## src/rtl/type_buffer.sv

```systemverilog
// rtl/type_buffer.sv - typed-text accumulator and round timer feeding the VGA text renderer; optional macro BACKSPACE_EN
module type_buffer #(
  parameter int CLK_HZ = 100_000_000,
  parameter int SLOTS  = 25
) (
  input  logic                 clk,
  input  logic                 rst,
  input  logic                 start,
  input  logic [4:0]           tgt_len,
  input  logic [5*SLOTS-1:0]   target,
  input  logic                 key_valid,
  input  logic [4:0]           key_code,
  input  logic                 key_bksp,
  output logic [5*SLOTS-1:0]   type_data,
  output logic [4:0]           tot,
  output logic [SLOTS-1:0]     correct,
  output logic [14:0]          times,
  output logic [9:0]           err_cnt,
  output logic                 done
);

  localparam logic [4:0]  MAX_LEN    = 5'(SLOTS);
  localparam logic [31:0] PRESC_LAST = 32'(CLK_HZ / 10 - 1);
  localparam logic [14:0] TIMES_MAX  = 15'h7FFF;
  localparam logic [9:0]  ERR_MAX    = 10'h3FF;

  typedef enum logic [1:0] {
    S_IDLE   = 2'd0,
    S_READY  = 2'd1,
    S_TYPING = 2'd2,
    S_DONE   = 2'd3
  } state_t;

  state_t      state;
  state_t      state_next;
  logic [4:0]  len_r;
  logic [31:0] presc;

  logic        code_ok;
  logic        accept;
  logic        bksp_hit;
  logic        bksp_block;
  logic        key_match;
  logic        run;
  logic [4:0]  wr_idx;
  logic [6:0]  wr_base;
  logic [4:0]  tot_inc;
  logic [4:0]  len_clamped;

  // key_bksp has no reader when backspace support is compiled out
  logic        unused_bksp;
  assign unused_bksp = key_bksp;

  // decode this cycle's action: start, accepted key, or backspace
  always_comb begin
    bksp_block = 1'b0;
    bksp_hit   = 1'b0;
`ifdef BACKSPACE_EN
    bksp_block = key_bksp;
    bksp_hit   = key_bksp && (state == S_TYPING) && (tot != 5'd0);
`endif
    code_ok     = (key_code >= 5'd1) && (key_code <= 5'd27);
    accept      = !start && !bksp_block && key_valid && code_ok &&
                  ((state == S_READY) || (state == S_TYPING)) && (tot < len_r);
    tot_inc     = tot + 5'd1;
    wr_idx      = bksp_hit ? (tot - 5'd1) : tot;
    wr_base     = 7'({2'b00, wr_idx} * 7'd5);
    key_match   = (key_code == target[wr_base +: 5]);
    len_clamped = ((tgt_len == 5'd0) || (tgt_len > MAX_LEN)) ? MAX_LEN : tgt_len;
  end

  // next-state logic; the timer runs on every edge that lands in TYPING from READY/TYPING
  always_comb begin
    state_next = state;
    if (start) begin
      state_next = S_READY;
    end else if (accept) begin
      state_next = (tot_inc == len_r) ? S_DONE : S_TYPING;
    end
    run = ((state == S_READY) || (state == S_TYPING)) && (state_next == S_TYPING);
  end

  // state register and registered done flag
  always_ff @(posedge clk) begin
    if (rst) begin
      state <= S_IDLE;
      done  <= 1'b0;
    end else begin
      state <= state_next;
      done  <= (state_next == S_DONE);
    end
  end

  // slot buffer, correctness mask, counters and round length
  always_ff @(posedge clk) begin
    if (rst) begin
      type_data <= '0;
      correct   <= '0;
      tot       <= 5'd0;
      err_cnt   <= 10'd0;
      len_r     <= MAX_LEN;
    end else if (start) begin
      type_data <= '0;
      correct   <= '0;
      tot       <= 5'd0;
      err_cnt   <= 10'd0;
      len_r     <= len_clamped;
    end else if (accept) begin
      type_data[wr_base +: 5] <= key_code;
      correct[wr_idx]         <= key_match;
      tot                     <= tot_inc;
      if (!key_match && (err_cnt != ERR_MAX)) begin
        err_cnt <= err_cnt + 10'd1;
      end
    end else if (bksp_hit) begin
      type_data[wr_base +: 5] <= 5'd0;
      correct[wr_idx]         <= 1'b0;
      tot                     <= wr_idx;
    end
  end

  // tenth-of-a-second prescaler and saturating elapsed time
  always_ff @(posedge clk) begin
    if (rst || start) begin
      presc <= 32'd0;
      times <= 15'd0;
    end else if (run) begin
      if (presc == PRESC_LAST) begin
        presc <= 32'd0;
        if (times != TIMES_MAX) begin
          times <= times + 15'd1;
        end
      end else begin
        presc <= presc + 32'd1;
      end
    end
  end

endmodule

```

## config.mk

```make
export PLATFORM = sky130hd
export DESIGN_NAME = type_buffer
export DESIGN_NICKNAME = d
export VERILOG_FILES = /design/src/rtl/type_buffer.sv
export SDC_FILE = /design/constraint.sdc
export NUM_CORES = 1
export LEC_CHECK = 0
export BUFFER_PORTS_ARGS = -buffer_cell sky130_fd_sc_hd__buf_2
export CAP_MARGIN = 20
export CORE_MARGIN = 4
export CORE_UTILIZATION = 25
export CTS_CLUSTER_DIAMETER = 120
export DETAILED_ROUTE_END_ITERATION = 16
export GPL_TIMING_DRIVEN = 0
export HOLD_SLACK_MARGIN = 0.12
export PLACE_DENSITY = 0.46
export SLEW_MARGIN = 40
export SYNTH_ARGS = -nofsm -noshare
export SYNTH_HDL_FRONTEND = slang
export SYNTH_SLANG_ARGS = --single-unit
```

## constraint.sdc

```tcl
create_clock -name clk -period 3.6 [get_ports clk]
set_input_delay 0.9 -clock clk [delete_from_list [all_inputs] [get_ports clk]]
set_output_delay 0.9 -clock clk [all_outputs]
set_load 0.005 [all_outputs]
```

---- Word level (Yosys, flattened, before mapping) ----
Index checks and enable logic that the tools add are counted.
storage, ports and cells
  register bits after elaboration ......... 220
  latch bits .............................. 0
  memory bits (writable) .................. 0
  ROM bits ................................ 0
  input bits .............................. 140
  output and inout port bits .............. 181
  word-level logic and storage cells ...... 59
  memories ................................ 0
operators by class
  add/sub/neg operators ................... 5
  multiply operators ...................... 1
  divide/modulo/power cells ............... 0
  magnitude comparators ................... 6
  equality and inequality tests ........... 9
  shift-type cells ........................ 3
  mux-type cells .......................... 9
  bitwise operators ....................... 0
  reduce and logical (&&, ||, !) cells .... 17
operators by type and width
  cell                                                                           count
  125-bit bitwise mux                                                            1
  5-bit by 9-bit variable shift with 125-bit output (first input constant)       1
  125-bit by 8-bit variable part select with 5-bit output                        1
  5-bit by 9-bit variable part select with 125-bit output                        1
  32-bit by 1-bit adder with 32-bit output (second input constant)               1
  32-bit by 24-bit == test with 1-bit output (second input constant)             1
  32-bit two-way mux                                                             1
  25-bit bitwise mux                                                             1
  15-bit by 1-bit adder with 15-bit output (second input constant)               1
  15-bit inequality test (second input constant)                                 1
  10-bit by 1-bit adder with 10-bit output (second input constant)               1
  5-bit == test                                                                  2
  5-bit by 1-bit >= comparator with 1-bit output (second input constant)         2
  10-bit inequality test (second input constant)                                 1
  7-bit negation with 9-bit output                                               1
  1-bit logical AND                                                              8
  5-bit by 3-bit multiplier with 7-bit output (second input constant)            1
  2-bit == test (second input constant)                                          3
  5-bit by 6-bit less-than comparator with 1-bit output (second input constant)  1
  5-bit by 1-bit adder with 5-bit output (second input constant)                 1
  1-bit demux with 5-bit select                                                  1
  5-bit > comparator (second input constant)                                     1
  5-bit <= comparator (second input constant)                                    1
  5-bit zero test                                                                1
  10 further kinds                                                               15

---- Longest topological paths before layout ----
Gate-level depths: netlist (run 1).
  depth in word-level cells ............... 10
  gate-level depth with buffers ........... 19
  depth with buffers taken out ............ 13

---- Worst setup path after synthesis (run 1) ----
No wires, ideal clock.
  path type ............................... reg-to-reg
  start ................................... reg tot[1]
  end ..................................... reg err_cnt[4]
  library setup time ...................... 70 ps
  arrival ................................. 3,755 ps
  required time ........................... 3,530 ps
  path slack .............................. -225 ps
  cell stages (with the launch flop) ...... 16
  buffers on the path ..................... 2
  period minus slack after synthesis ...... 3,825 ps
  path through ............................ dfxtp_1 -> ha_1 -> ha_1 -> fa_1 -> xnor2_1 -> clkbuf_8 -> nor2_1 -> a32o_1 -> a2111oi_0 -> a32o_2 -> xnor2_1 -> nor4b_2 -> and3_1 -> buf_6 -> or4_1 -> a21oi_1
on the way
  cells in the longest elaborated chain, start to end .. 6
  elaborated cells between the ends (all ways) .. 8
  classes of those cells .................. mul (1); order compare (1); eq/ne (1); shift (1); reduce/logical (4)
ends and longest elaborated chain
  element                                                  line  text
  start: declaration                                       15    output logic [4:0] tot,
  start signal: assignment                                 111   tot <= tot_inc;
  start signal: assignment                                 118   tot <= wr_idx;
  5-bit by 3-bit multiplier with 7-bit output              67    wr_base = 7'({2'b00, wr_idx} * 7'd5);
  125-bit by 8-bit variable part select with 5-bit output  68    key_match = (key_code == target[wr_base +: 5]);
  5-bit == test                                            68
  1-bit zero test                                          112   if (!key_match && (err_cnt != ERR_MAX)) begin
  1-bit logical AND                                        112
  2-bit AND reduction (no source line) (*)                 -
  end signal: assignment                                   113   err_cnt <= err_cnt + 10'd1;
  end: declaration                                         18    output logic [9:0] err_cnt,
Mark *: on every way between the ends. The rest lies on a longest branch, timed or not.
A chain may end at the register's enable or synchronous reset.

---- Worst setup path in the final report (run 1) ----
  start ................................... reg tot[1]
  end ..................................... reg err_cnt[5]
Same word-level chain as after synthesis.

==> results of run 1 <==
==> final cells by class <==
type	instances	area [um2]	area share, %
multi-input combinational	1350	11000	52.0
timing repair buffer	406	2410	11.4
sequential	220	4420	20.9
tap	782	978	4.62
clock inverter	8	129	0.609
clock buffer	35	682	3.22
inverter	19	87.6	0.414
buffer	142	1450	6.86
==> path summary, 6_finish.rpt <==
path                 startpoint            end  cells past startpoint
setup / recovery         tot[1]     err_cnt[5]                     15
hold / removal    type_data[33]  type_data[33]                      2
setup reg to reg         tot[1]     err_cnt[5]                     15
hold reg to reg   type_data[33]  type_data[33]                      2
==> logic make-up (layout without fill, tap and decap cells) <==
group / Yosys count / count (layout) / synth area share [%]
XOR/XNOR: 66 / 66 / 3.76
buffers and inverters: 167 / 610 / 6.85
multiplexers: 203 / 203 / 22.4
AND/OR/NAND/NOR: 685 / 685 / 21.6
AO/OA/AOI/OAI: 376 / 376 / 15.1
adder cells (fa/ha/maj): 20 / 20 / 1.68
flip-flops: 220 / 220 / 28.7
==> power breakdown <==
group / total (mW) / internal (mW) / switching, mW
sequential: 2.44 / 2.44 / 0.00505
combinational: 0.825 / 0.322 / 0.503
clock: 2.61 / 1.53 / 1.07
total: 5.87 / 4.29 / 1.58
==> cell usage after synthesis, drive strengths merged, types with 3 or more instances <==
master | number | share of area (%)
o21a | 6 | 0.29
a32o | 3 | 0.20
nand3 | 79 | 2.6
o32ai | 5 | 0.33
o31ai | 9 | 0.44
a31oi | 13 | 0.63
a311oi | 4 | 0.23
a221oi | 3 | 0.17
nor2 | 191 | 4.7
or3 | 18 | 0.74
clkbuf | 91 | 3.0
and4 | 4 | 0.23
nand2 | 161 | 3.9
and2b | 3 | 0.17
nor2b | 7 | 0.28
o211a | 4 | 0.26
inv | 18 | 0.44
a21oi | 136 | 4.4
o211ai | 6 | 0.29
nor4b | 6 | 0.38
a21o | 3 | 0.15
dfxtp | 220 | 29
o21ai | 97 | 3.2
buf | 57 | 3.4
or4 | 7 | 0.34
ha | 19 | 1.5
nor3 | 73 | 2.4
mux2 | 7 | 0.51
a211oi | 17 | 0.83
and3 | 22 | 0.90
xor2 | 39 | 2.2
mux4 | 107 | 16
nand4 | 54 | 2.2
nand2b | 12 | 0.49
o22ai | 16 | 0.65
or2 | 6 | 0.24
o221ai | 10 | 0.57
a41oi | 3 | 0.17
nor4 | 16 | 0.69
a22oi | 18 | 0.88
xnor2 | 27 | 1.5
mux2i | 89 | 5.8
and2 | 17 | 0.69
==> placed cells by master, fill, tap and decap left out, types with 15 or more instances in the layout <==
cell,n
a22oi_1,18
or3_1,15
nand3_1,70
mux4_2,90
clkbuf_1,40
clkbuf_16,31
dfxtp_1,215
nand4_1,54
inv_1,15
nor3_1,54
clkbuf_2,16
nor2_1,167
xnor2_1,19
buf_12,25
mux4_1,16
buf_4,85
mux2i_1,83
o21ai_0,76
a21oi_1,125
nand2_1,150
and3_1,21
xor2_1,36
buf_6,20
clkbuf_8,18
buf_2,322
==> layer usage <==
| metal | up-vias | share of wire [%] | track usage [%] |
|---|---|---|---|
| met4 | 0 | 3.5 | 6.23 |
| met5 | - | 0 | 0 |
| li1 | 7395 | - | - |
| met3 | 175 | 7.7 | 4.21 |
| met2 | 803 | 47 | 36.6 |
| met1 | 8266 | 42 | 30.0 |
==> state kept, by name, indices dropped and copies added, names as in the netlist <==
name	count
type_data	125
presc	32
correct	25
times	15
err_cnt	10
len_r	5
tot	5
state	2
done	1
==> timing repair <==
action                                  in CTS  in global routing
cloned                                       5                  0
endpoints found under the setup margin     213                187
buffers inserted                            53                 32
pin swaps                                   44                 31
gates resized for setup                    295                103
==> tightest hold or removal path, delay by kind of cell, from the launching register on <==
family | cells | cell delay, ps
DFF | 1 | 310
AOI/OAI and AO/OA | 1 | 50
and+or+nand+nor | 1 | 50
==> flow_metrics.tcl, run 1 <==
set metrics [dict create \
    clkSinkCount 220 \
    critPathMaxStageDelay_ps 440 \
    crit_type "reg2reg" \
    cts_tree "done" \
    dp.cells 2836 \
    violations "negative setup slack" \
    stdcell_count 2962 \
    drt_iter0_drc 1354 \
    grt_max_degree 14 \
    crit_path_end_kind "flop" \
    grt_pass1_vias 16116 \
    setup_viol 35 \
    drtAntennaViolNets 0 \
    synth_edf_count 0 \
    ys_warn_count 0 \
    path_clk_slew_ps 70 \
    core_mm2 0.0606 \
    io_pins 321 \
    htreeDepth 1 \
    track_usage_pct 22.3 \
    fmax_mhz 263 \
    grt_overflow 0 \
    cts_buffers 24 \
    leakage_nw 7.92 \
    cp_data_required_time_ps 4060 \
    power_density_mw_per_mm2 277 \
    place.gp.congestion 0.958 \
    ir_drop_uv 326 \
    cp_top_family "simple AND/OR/NAND/NOR gates" \
    yosysUniqueCellTypes 96 \
    async_reset_ff_share_pct 0 \
    num_vias 16639 \
    fin_crit_ps 3800 \
    syn_nets 1897 \
    syn_area_mm2 0.0154 \
    drive_above_1_share_pct 37.9 \
    root_buffer "clkbuf_16" \
    worst_pin_slew_ps 897 \
    final_area_mm2 0.0212 \
    hpwl_um 58500 \
    cp_common_cell "ha_4" \
    routed_wl_um 77100 \
    final_core_util_pct 34.9 \
    status "finished, violations left" \
    place_area_mm2 0.0180 \
    via_per_inst 5.62 \
    drc 0 \
    power_mw 5.87 \
    ys.flop_type "dfxtp_1" \
    antenna_found_initial 0 \
    clk_latency_ps 560 \
    dr.pass1.iters 5 \
    r2r_setup_slack_ps -200 \
    syn2layout_area_growth_pct 37.7 \
    clock_skew_ps 38.7 \
    hp-class "reg2reg" \
    initial_core_util_pct 25.4 \
    tns_ps -3450 \
    slew_headroom_pct 40.2 \
    cp_max_fo 6 \
    crit_chain "ha_4 > ha_4 > fa_2 > buf_12 > xor2_4 > and2_4 > and3_1 > or4_4 > o22ai_4 > xor2_2 > nor4b_4 > buf_4 > a311oi_4 > and4_1 > mux2i_1" \
    path_buf_inv 2 \
    finalMaxSlewViolations 0 \
    ys_seq_elements 220 \
    die_y_um 256 \
    syn-instance-count 1737 \
    grt_pass1_wl_um 112000 \
    fp-row-count 90 \
    ctsHoldBuffers 0 \
    wl_per_cell_um 26.0 \
    startpoint_type "flop" \
    slowest_stage "or4_4" \
    portBuffers 317 \
    antenna_cells 0 \
    fill_cells 6295 \
    die_w_um 256 \
    cap_violations 0 \
    fin_crit_sh_pct 105 \
    worst_hold_slack_ps 456 \
    clk_path_buf_depth 3 \
    dieArea_mm2 0.0655 \
    worst_slack_ps -198 \
    yosysSeqAreaShare_pct 28.7 \
    fin_nets 2323 \
    hold_viol 0 \
    worstPathArrival_ps 4260 \
    rsz0062_at_grt "true" \
    postSynthAreaPerCell_um2 8.85 \
    post-place-ws_ps -1770 \
]
Note: power is estimated with default switching activity, not from simulation.
==> run 2, diff against run 1 <==
--- a/config.mk
+++ b/config.mk
@@ -13,3 +13,2 @@
 export DETAILED_ROUTE_END_ITERATION = 16
-export GPL_TIMING_DRIVEN = 0
 export HOLD_SLACK_MARGIN = 0.12
--- a/constraint.sdc
+++ b/constraint.sdc
@@ -3,2 +3,2 @@
 set_output_delay 0.9 -clock clk [all_outputs]
-set_load 0.005 [all_outputs]
+set_load 0.05 [all_outputs]
==> flow_metrics.tcl, run 2 (synthesized netlist as in run 1, its figures left out) <==
set metrics [dict create \
    die_y_um 256 \
    crit_type "reg2reg" \
    critPathCapture "err_cnt[8]" \
    fp-row-count 90 \
    wl_per_cell_um 21.3 \
    fmax_mhz 269 \
    final_core_util_pct 35.7 \
    post-place-ws_ps -623 \
    track_usage_pct 18.9 \
    grt_max_degree 42 \
    dieArea_mm2 0.0655 \
    reg2reg_depth 16 \
    cts_buffers 25 \
    final_area_mm2 0.0217 \
    fin_nets 2458 \
    clock_skew_ps 23.7 \
    rsz0062_at_grt "true" \
    place_area_mm2 0.0198 \
    leakage_nw 8.53 \
    num_vias 16436 \
    core_mm2 0.0606 \
    clk_path_buf_depth 3 \
    worst_hold_slack_ps 449 \
    drt_iter0_drc 1124 \
    power_mw 5.87 \
    htreeDepth 1 \
    worstPathArrival_ps 4140 \
    dr.pass1.iters 5 \
    hp-start "type_data[23]" \
    fin_crit_ps 3720 \
    cp_data_required_time_ps 4020 \
    worst_r2r_endpoint "err_cnt[8]" \
    critPathLaunch "tot[3]" \
    routed_wl_um 66100 \
    io_pins 321 \
    power_density_mw_per_mm2 271 \
    hold_viol 0 \
    worst_pin_slew_ps 752 \
    antenna_found_initial 0 \
    violations "negative setup slack" \
    final_common_cell "buf_2" \
    status "finished, violations left" \
    die_w_um 256 \
    regToRegStartpoint "tot[3]" \
    portBuffers 319 \
    ctsHoldBuffers 0 \
    fin_crit_sh_pct 103 \
    antenna_cells 0 \
    final_cell_mix "319 x buf_2, 311 x buf_4, 215 x dfxtp_1" \
    hp-class "reg2reg" \
    drc 0 \
    ir_drop_uv 274 \
    via_per_inst 5.30 \
    hpwl_um 50100 \
    largest_reg_flops 125 \
    top_register "type_data" \
    clkSinkCount 220 \
    met1_length_um 28600 \
    initial_core_util_pct 25.4 \
    cp_max_fo 9 \
    highest_layer "met4" \
    finalMaxSlewViolations 0 \
    r2r_setup_slack_ps -120 \
    drive_above_1_share_pct 40.7 \
    startpoint_type "flop" \
    grt_overflow 0 \
    slew_headroom_pct 49.3 \
    wl_met3_um 4470 \
    grt_pass1_vias 15999 \
    place.gp.congestion 0.930 \
    cts_tree "done" \
    top_regs "type_data (125), presc (32), correct (25)" \
    cap_violations 0 \
    crit_path_end_kind "flop" \
    syn2layout_area_growth_pct 40.9 \
    grt_pass1_wl_um 98900 \
    worst_slack_ps -122 \
    path_clk_slew_ps 60 \
    met2WireLength_um 31200 \
    drtAntennaViolNets 0 \
    root_buffer "clkbuf_16" \
    setup_viol 32 \
    clk_latency_ps 540 \
]
-- run 2: cell types whose count changed in the layout (fill, tap and decap cells not counted), moves of 11 or more --
cell      previous run  this run
buf_4               85       311
clkbuf_1            40         5
clkbuf_2            16         0
nor2_1             167       181
clkbuf_8            18         5
clkbuf_4            12         1
nor2_4              14         3
-- run 2: worst min path at each step --
stage | end | slack (ps) | cells after the start
detailed placement | type_data[23] | 440 | 2
CTS | type_data[23] | 450 | 2
floorplan | len_r[0] | 450 | 2
global placement | type_data[119] | 440 | 2
global route | type_data[33] | 470 | 2
finish | type_data[23] | 450 | 2
-- run 2: worst max-delay path: stages, from the launching register on --
cell,delay [ps]
dfxtp_4,350
ha_4,240
ha_4,160
fa_2,550
buf_6,140
buf_4,110
nor3_1,40
a31o_1,180
a221o_1,360
a32o_2,280
xnor2_2,150
nor4b_4,300
and3_4,260
buf_12,150
buf_4,130
nor4_4,30
o21a_1,180
-- run 2: per-layer routing --
layer  vias up  GRT usage, %
met3       100          3.59
met4         0          4.81
met5         -             0
met1      8074          25.2
met2       616          31.4
li1       7646             -
-- run 2: layout make-up --
type,instances,area (um2)
sequential,220,4420
clock buffer,36,738
timing repair buffer,682,4890
tap,782,978
inverter,19,76.3
fill,6310,38900
clock inverter,10,87.6
multi-input combinational,1350,10500
-- run 2: power by group --
group          internal, mW  switching (mW)  total, mW
clock                  1.50            1.08       2.58
combinational         0.400           0.450      0.850
sequential             2.44         0.00466       2.44
total                  4.34            1.53       5.87
-- run 2: stage by stage --
stage | instances | setup TNS, ps
finish | 3099 | -1660
global route | 3099 | -7540
CTS | 3080 | -2970
detailed placement | 3016 | -21660
global placement | 3016 | -22030
floorplan | 1737 | -3.93
-- run 2: timing repair --
item / 4_1_cts / 5_1_grt
setup buffers: 15 / 16
pin swaps: 28 / 16
setup endpoints to repair: 113 / 147
gates cloned: 4 / 5
resized for setup: 81 / 62
